`src/rtl/fwd_sel_ctrl.sv`:
```
// EX-stage operand forwarding select generator and load-use hazard detector.
// Optional macro FWD_WB2_EN: keeps the WB2 record and forwards WB-stage producers with code 3.
module fwd_sel_ctrl #(
  parameter int REG_ADDR_W = 5
) (
  input  logic                  clk,
  input  logic                  rst,
  input  logic                  id_valid,
  input  logic [REG_ADDR_W-1:0] id_rs,
  input  logic [REG_ADDR_W-1:0] id_rt,
  input  logic                  id_rs_used,
  input  logic                  id_rt_used,
  input  logic [REG_ADDR_W-1:0] id_dst,
  input  logic                  id_reg_write,
  input  logic                  id_mem_read,
  input  logic                  branch_flush,
  output logic [1:0]            ex_sel_a,
  output logic [1:0]            ex_sel_b,
  output logic                  stall,
  output logic                  idex_bubble
);

  typedef struct packed {
    logic                  valid;
    logic [REG_ADDR_W-1:0] dst;
    logic                  reg_write;
    logic                  mem_read;
  } rec_t;

  typedef enum logic {S_RUN = 1'b0, S_LU_STALL = 1'b1} state_t;

  rec_t   r_ex, r_mem, r_wb;
`ifdef FWD_WB2_EN
  rec_t   r_wb2;
`endif
  state_t r_state;

  logic       w_ld_hit;
  logic       w_adv;
  logic [1:0] w_sel_a, w_sel_b;

  function automatic logic f_hit(input rec_t r, input logic used, input logic [REG_ADDR_W-1:0] s);
    return used & r.valid & r.reg_write & (r.dst != '0) & (r.dst == s);
  endfunction

  // Youngest producer wins; its stage one edge later picks the mux leg.
  function automatic logic [1:0] f_sel(input rec_t ex, input rec_t mem, input rec_t wb,
                                       input logic used, input logic [REG_ADDR_W-1:0] s);
    if (f_hit(ex, used, s))       return 2'd1;
    else if (f_hit(mem, used, s)) return 2'd2;
`ifdef FWD_WB2_EN
    else if (f_hit(wb, used, s))  return 2'd3;
`else
    else if (f_hit(wb, used, s))  return 2'd0;
`endif
    else                          return 2'd0;
  endfunction

  assign w_ld_hit = r_ex.valid & r_ex.mem_read & r_ex.reg_write & (r_ex.dst != '0) &
                    ((id_rs_used & (id_rs == r_ex.dst)) | (id_rt_used & (id_rt == r_ex.dst)));
  // EX always holds a bubble in LU_STALL, so the state gate never masks a real hazard.
  assign stall       = id_valid & ~branch_flush & w_ld_hit & (r_state == S_RUN);
  assign idex_bubble = stall;
  assign w_adv       = id_valid & ~branch_flush & ~stall;

  assign w_sel_a = f_sel(r_ex, r_mem, r_wb, id_rs_used, id_rs);
  assign w_sel_b = f_sel(r_ex, r_mem, r_wb, id_rt_used, id_rt);

  always_ff @(posedge clk or posedge rst) begin
    if (rst) begin
      r_ex     <= '0;
      r_mem    <= '0;
      r_wb     <= '0;
`ifdef FWD_WB2_EN
      r_wb2    <= '0;
`endif
      ex_sel_a <= 2'd0;
      ex_sel_b <= 2'd0;
      r_state  <= S_RUN;
    end else begin
      r_mem <= r_ex;
      r_wb  <= r_mem;
`ifdef FWD_WB2_EN
      r_wb2 <= r_wb;
`endif
      r_ex  <= w_adv ? rec_t'{1'b1, id_dst, id_reg_write, id_mem_read} : '0;
      if (stall || branch_flush) begin
        ex_sel_a <= 2'd0;
        ex_sel_b <= 2'd0;
      end else begin
        ex_sel_a <= w_sel_a;
        ex_sel_b <= w_sel_b;
      end
      case (r_state)
        S_RUN:      if (stall) r_state <= S_LU_STALL;
        S_LU_STALL: r_state <= S_RUN;
        default:    r_state <= S_RUN;
      endcase
    end
  end

endmodule

```
`config.mk`:
```
export PLATFORM = sky130hd
export DESIGN_NAME = fwd_sel_ctrl
export DESIGN_NICKNAME = d
export VERILOG_FILES = /design/src/rtl/fwd_sel_ctrl.sv
export SDC_FILE = /design/constraint.sdc
export NUM_CORES = 1
export LEC_CHECK = 0
export ABC_AREA = 1
export BUFFER_PORTS_ARGS = -buffer_cell sky130_fd_sc_hd__buf_2
export CAP_MARGIN = 10
export CORE_UTILIZATION = 35
export DETAILED_ROUTE_END_ITERATION = 6
export GPL_ROUTABILITY_DRIVEN = 1
export PLACE_DENSITY_LB_ADDON = 0.2
export SKIP_CTS_REPAIR_TIMING = 1
export SLEW_MARGIN = 25
export SYNTH_ARGS = -nofsm -noshare
export SYNTH_HDL_FRONTEND = slang
export SYNTH_SLANG_ARGS = --single-unit
export TNS_END_PERCENT = 50
```
`constraint.sdc`:
```
create_clock -name clk -period 2.8 [get_ports clk]
set_input_delay 0.42 -clock clk [delete_from_list [all_inputs] [get_ports clk]]
set_output_delay 0.42 -clock clk [all_outputs]
set_load 0.02 [all_outputs]
```
==> results of run 1 <==
-- cell type report --
cell class | count | area [um2] | area share (%)
clock buffer | 4 | 36.28 | 2.799
inverter | 27 | 101.3 | 7.819
multi-input combinational | 85 | 479.2 | 36.97
sequential | 20 | 500.5 | 38.61
tap | 31 | 38.79 | 2.992
timing repair buffer | 28 | 140.1 | 10.81
-- state kept, by name, summed over array words and instances (netlist names) --
| register | cells |
|---|---|
| ex_sel_a | 2 |
| r_mem | 7 |
| ex_sel_b | 2 |
| r_state | 1 |
| r_ex | 8 |
-- cell usage after synthesis --
cell / n / area (um2)
nor2_1: 9 / 33.78
nand2_1: 31 / 116.4
nand3_1: 6 / 30.03
nand2_2: 1 / 6.260
nand4_1: 4 / 25.02
nand3b_1: 3 / 22.52
inv_2: 3 / 11.26
xnor2_1: 12 / 105.1
dfrtp_1: 20 / 500.5
nor3_1: 2 / 10.01
inv_1: 24 / 90.09
buf_4: 1 / 7.510
nand2_4: 2 / 22.52
nand2_8: 1 / 20.02
nor2_2: 14 / 87.58
-- worst max path at each step --
stage / from / end / slack (ns) / cells past startpoint
after floorplan: branch_flush / stall / 1.05 / 8
after global placement: id_rs[0] / stall / 1.02 / 10
after detailed placement: id_rs[0] / stall / 0.95 / 10
after CTS: r_ex[5]$_DFF_PP0_ / stall / 0.69 / 9
after global routing: r_ex[5]$_DFF_PP0_ / idex_bubble / 0.53 / 9
final: r_ex[5]$_DFF_PP0_ / stall / 0.70 / 9
-- stage by stage --
stage	hold WS, ns	worst slack [ns]	util (%)	total power [W]	cell area [um2]
after floorplan	0.3746	1.053	-	0.0003636	1089
after global placement	0.3938	1.020	44.17	0.0003939	1260
after detailed placement	0.3942	0.9502	44.17	0.0003965	1260
after CTS	0.2492	0.6872	45.44	0.0005631	1296
after global routing	0.2783	0.5307	45.44	0.0005856	1296
final	0.2300	0.7012	45.44	0.0005552	1296
-- cells by family after synthesis --
kind of cell | after synthesis | synth area share (%)
DFF | 20 | 45.98
xor gates and xnor gates | 12 | 9.655
buffers and inverters | 28 | 10.00
and+or+nand+nor | 73 | 34.37
-- power groups by stage --
stage / combinational, W / sequential [W] / clock (W)
2_1_floorplan: 0.0000543 / 0.000309 / 0
3_3_place_gp: 0.0000828 / 0.000311 / 0
3_5_place_dp: 0.0000849 / 0.000312 / 0
4_1_cts: 0.0000853 / 0.000306 / 0.000172
5_1_grt: 0.0000948 / 0.000308 / 0.000183
6_report: 0.0000845 / 0.000306 / 0.000165
-- cells in the final DEF, fill, tap and decap left out, drive strengths merged --
master / count
inv: 27
dfrtp: 20
buf: 28
xnor2: 12
nor3: 2
nand3b: 3
nand3: 6
nand2: 35
nor2: 23
clkbuf: 4
nand4: 4
-- layer usage --
layer	vias to the layer above	track usage (%)	share of wire, %
met5	-	0	0
met1	399	16.55	44
met4	0	9.184	3.7
met3	8	2.902	4.1
li1	458	-	-
met2	26	23.26	48
-- worst max-delay path, cell delays in order (launching register included) --
cell     delay (ns)
dfrtp_1        0.46
inv_1          0.08
nand2_1        0.06
nand2_1        0.06
nor2_2         0.15
nand4_1        0.13
nand2_2        0.11
nand2_4        0.08
inv_1          0.10
buf_2          0.17
==> impl_metrics.ini, run 1 <==
[outcome]
status = finished, violations left
violations = design-rule violations

[setup_path]
worstPathMaxFanout = 5
cp.required_ns = 2.38
crit_type = register to output port
rr_startpoint = r_ex[5]$_DFF_PP0_
worst_setup_path_start_kind = register
ff2ff_path_depth = 9
rrSetupSlack_ns = 1.44
arrival_ns = 1.68
end_kind = output port
r2r-end = r_ex[0]$_DFF_PP0_

[global_routing]
grt_max_degree = 21
globalRouteOverflowTotal = 0
grt_pass1_wl_mm = 3.498
antenna_found_initial = 0
grt_pass1_vias = 833
track_usage_pct = 14.03

[die]
ioPinCount = 29
die_w_um = 57.77
coreArea_mm2 = 0.002853
row_count = 19
dieArea_mm2 = 0.003337
die_y_um = 57.77
initial_utilization_pct = 38.16

[timing]
grt_setup_unrepaired = false
finalCritPeriodShare_pct = 74.96
setup_tns_ns = 0
skew_ns = 0.006732
max_freq_mhz = 476.5
finalSetupViolations = 0
fin_crit_ns = 2.099
slew_viol_final = 0
hold_viol_final = 0
maxSlewHeadroom_pct = 50.07
worst_pin_slew_ns = 0.7481

[placed_design]
gp_congestion = 0.8923
hpwl_mm = 1.680
port_buffers = 28
dp.cells = 191

[pwr]
vdd_drop_max_mv = 0.2140
power.leakage_nw = 0.7196
pwr-share-seq_pct = 55.1
power.switching_w = 0.0001423
p_sw_share_pct = 25.64
p_per_area_mw_per_mm2 = 428.3
pwr-share-comb_pct = 15.2
internal_power_w = 0.0004129
clkPwrFrac_pct = 29.7

[logic_synthesis]
syn_area_per_cell_um2 = 8.185
synth_area_mm2 = 0.001089
netlist-cell-type-count = 15
netlist_instances = 133
synth_seq_cells = 20
yosys_warnings = 0
synth.net_count = 156
yosysSeqAreaShare_pct = 45.98

[clock_tree]
cts_tree = built
path_clk_slew_ns = 0.11
cts_buffers = 3
cts_max_level = 1
cts_root_buf = clkbuf_4
clock_path_buffers = 2
clk-insertion-delay-late_ns = 0.30
clock-sinks = 20

[detailed_routing]
drc_errors = 2
viasPerCell = 4.569
initialDrtViolationCount = 17
routed-via-count = 891
ant_nets = 0
wirelength_mm = 2.057
wl_per_cell_um = 10.55
drtPass1Iterations = 6

[job]
drv_cap = 0

[final_layout]
fillCellCount = 293
syn_to_final_growth_pct = 19.08
nets = 188
instances_no_fill = 195
final_layout_size_suffix_gt1_share_pct = 32.32
n_antenna_cell = 0

[min_path]
min_path_type = input port to asynchronous set/reset pin
Power figures use the tool's default switching activity.
==> inputs of run 2 (changes only) <==
clock period = 2.1 ns   (was 2.8 ns; I/O delays follow)
==> impl_metrics.ini, run 2 (synthesis results as in run 1) <==
[final_layout]
final_cell_area_mm2 = 0.001300
layout_commonest_cell = nand2_1
final_cell_mix = 31 x nand2_1, 28 x buf_2, 24 x inv_1, 19 x dfrtp_1, 15 x nor2_2
top_regs = r_ex x8, r_mem x7
top_register = r_ex
n_antenna_cell = 0
nets = 188
syn_to_final_growth_pct = 19.43
final_layout_size_suffix_gt1_share_pct = 33.54
largest_reg_flops = 8

[pwr]
vdd_drop_max_mv = 0.2794
finalPower_w = 0.0007399
pwr-share-seq_pct = 55.1
power.switching_w = 0.0001890
clkPwrFrac_pct = 29.6
pwr-share-comb_pct = 15.3
internal_power_w = 0.0005509
p_sw_share_pct = 25.54
power.leakage_nw = 0.7181
p_per_area_mw_per_mm2 = 569.2

[timing]
fin_crit_ns = 1.936
max_freq_mhz = 516.5
postLayoutSetupSlackWorst_ns = 0.1640
slew_viol_final = 0
finalSetupViolations = 0
grt_setup_unrepaired = false
finalCritPeriodShare_pct = 92.19
maxSlewHeadroom_pct = 49.31
setup_tns_ns = 0
skew_ns = 0.001322
hold_viol_final = 0
worst_pin_slew_ns = 0.7595

[die]
initial_utilization_pct = 38.16
row_count = 19
coreArea_mm2 = 0.002853
die_w_um = 57.77
dieArea_mm2 = 0.003337
ioPinCount = 29
die_y_um = 57.77

[global_routing]
grt_max_degree = 21
grt_pass1_wl_mm = 3.532
track_usage_pct = 14.04
antenna_found_initial = 0
globalRouteOverflowTotal = 0
grt_pass1_vias = 871

[outcome]
status = finished, violations left
violations = design-rule violations

[clock_tree]
cts_buffers = 3
cts_tree = built
cts_root_buf = clkbuf_4
clock_path_buffers = 2
cts_max_level = 1
path_clk_slew_ns = 0.11
clk-insertion-delay-late_ns = 0.29
clock-sinks = 20

[detailed_routing]
wirelength_mm = 2.091
initialDrtViolationCount = 20
routed-via-count = 909
wl_per_cell_um = 10.72
ant_nets = 0
viasPerCell = 4.662
drtPass1Iterations = 6
drc_errors = 2

[min_path]
min_path_type = input port to asynchronous set/reset pin

[setup_path]
arrival_ns = 1.62
ff2ff_path_depth = 9
r2r-end = r_ex[1]$_DFF_PP0_
crit_type = register to output port
worstPathMaxFanout = 4
critPathLaunch = r_ex[2]$_DFF_PP0_
rr_startpoint = r_ex[2]$_DFF_PP0_
worst_setup_path_start_kind = register
rrSetupSlack_ns = 0.78
cp.required_ns = 1.78
end_kind = output port

[placed_design]
port_buffers = 28
place_area_mm2 = 0.001260
gp_congestion = 0.8487
hpwl_mm = 1.709
place_ws_ns = 0.4809

[job]
drv_cap = 0
run 2: worst max-delay path: stages, from the launching register on:
cell and delay (ns):
dfrtp_1 0.40, inv_1 0.10, nand2_1 0.07, nand2_1 0.05, nor2_1 0.15, nand4_1 0.13
nand2_2 0.10, nand2_4 0.08, inv_1 0.09, buf_2 0.16
run 2: worst max-delay path by stage:
stage             endpoint  slack, ns  cells past startpoint
4_1_cts              stall       0.12                      9
5_1_grt        idex_bubble       0.01                      9
3_5_place_dp         stall       0.48                      9
2_1_floorplan        stall       0.51                      9
3_3_place_gp         stall       0.52                      9
6_report             stall       0.16                      9
run 2: final cells by class:
class,count,area (um2)
multi-input combinational,85,481.7
timing repair buffer,28,140.1
tap,31,38.79
clock buffer,4,36.28
sequential,20,501.7
inverter,27,101.3
fill,299,1553
run 2: routing by layer:
layer  wire [um]  track usage (%)  vias up
met3         152            3.125        9
met1         870            17.26      413
met2        1003            22.59       33
met4          64            8.503        0
met5           0                0        -
li1            -                -      454
run 2: through the flow:
step                      utilization [%]  hold slack (ns)  instances
after floorplan                         -           0.2788        133
after global placement              44.17           0.3995        191
after detailed placement            44.17           0.4029        191
after CTS                           45.44           0.1511        195
after global routing                45.57           0.1786        195
final                               45.57           0.1315        195
run 2: power groups by stage:
stage | Combinational (W) | Sequential (W) | Clock (W)
2_1_floorplan | 0.0000724 | 0.000412 | 0
3_3_place_gp | 0.000111 | 0.000415 | 0
3_5_place_dp | 0.000113 | 0.000416 | 0
4_1_cts | 0.000114 | 0.000408 | 0.000229
5_1_grt | 0.000127 | 0.000411 | 0.000246
6_report | 0.000113 | 0.000408 | 0.000219
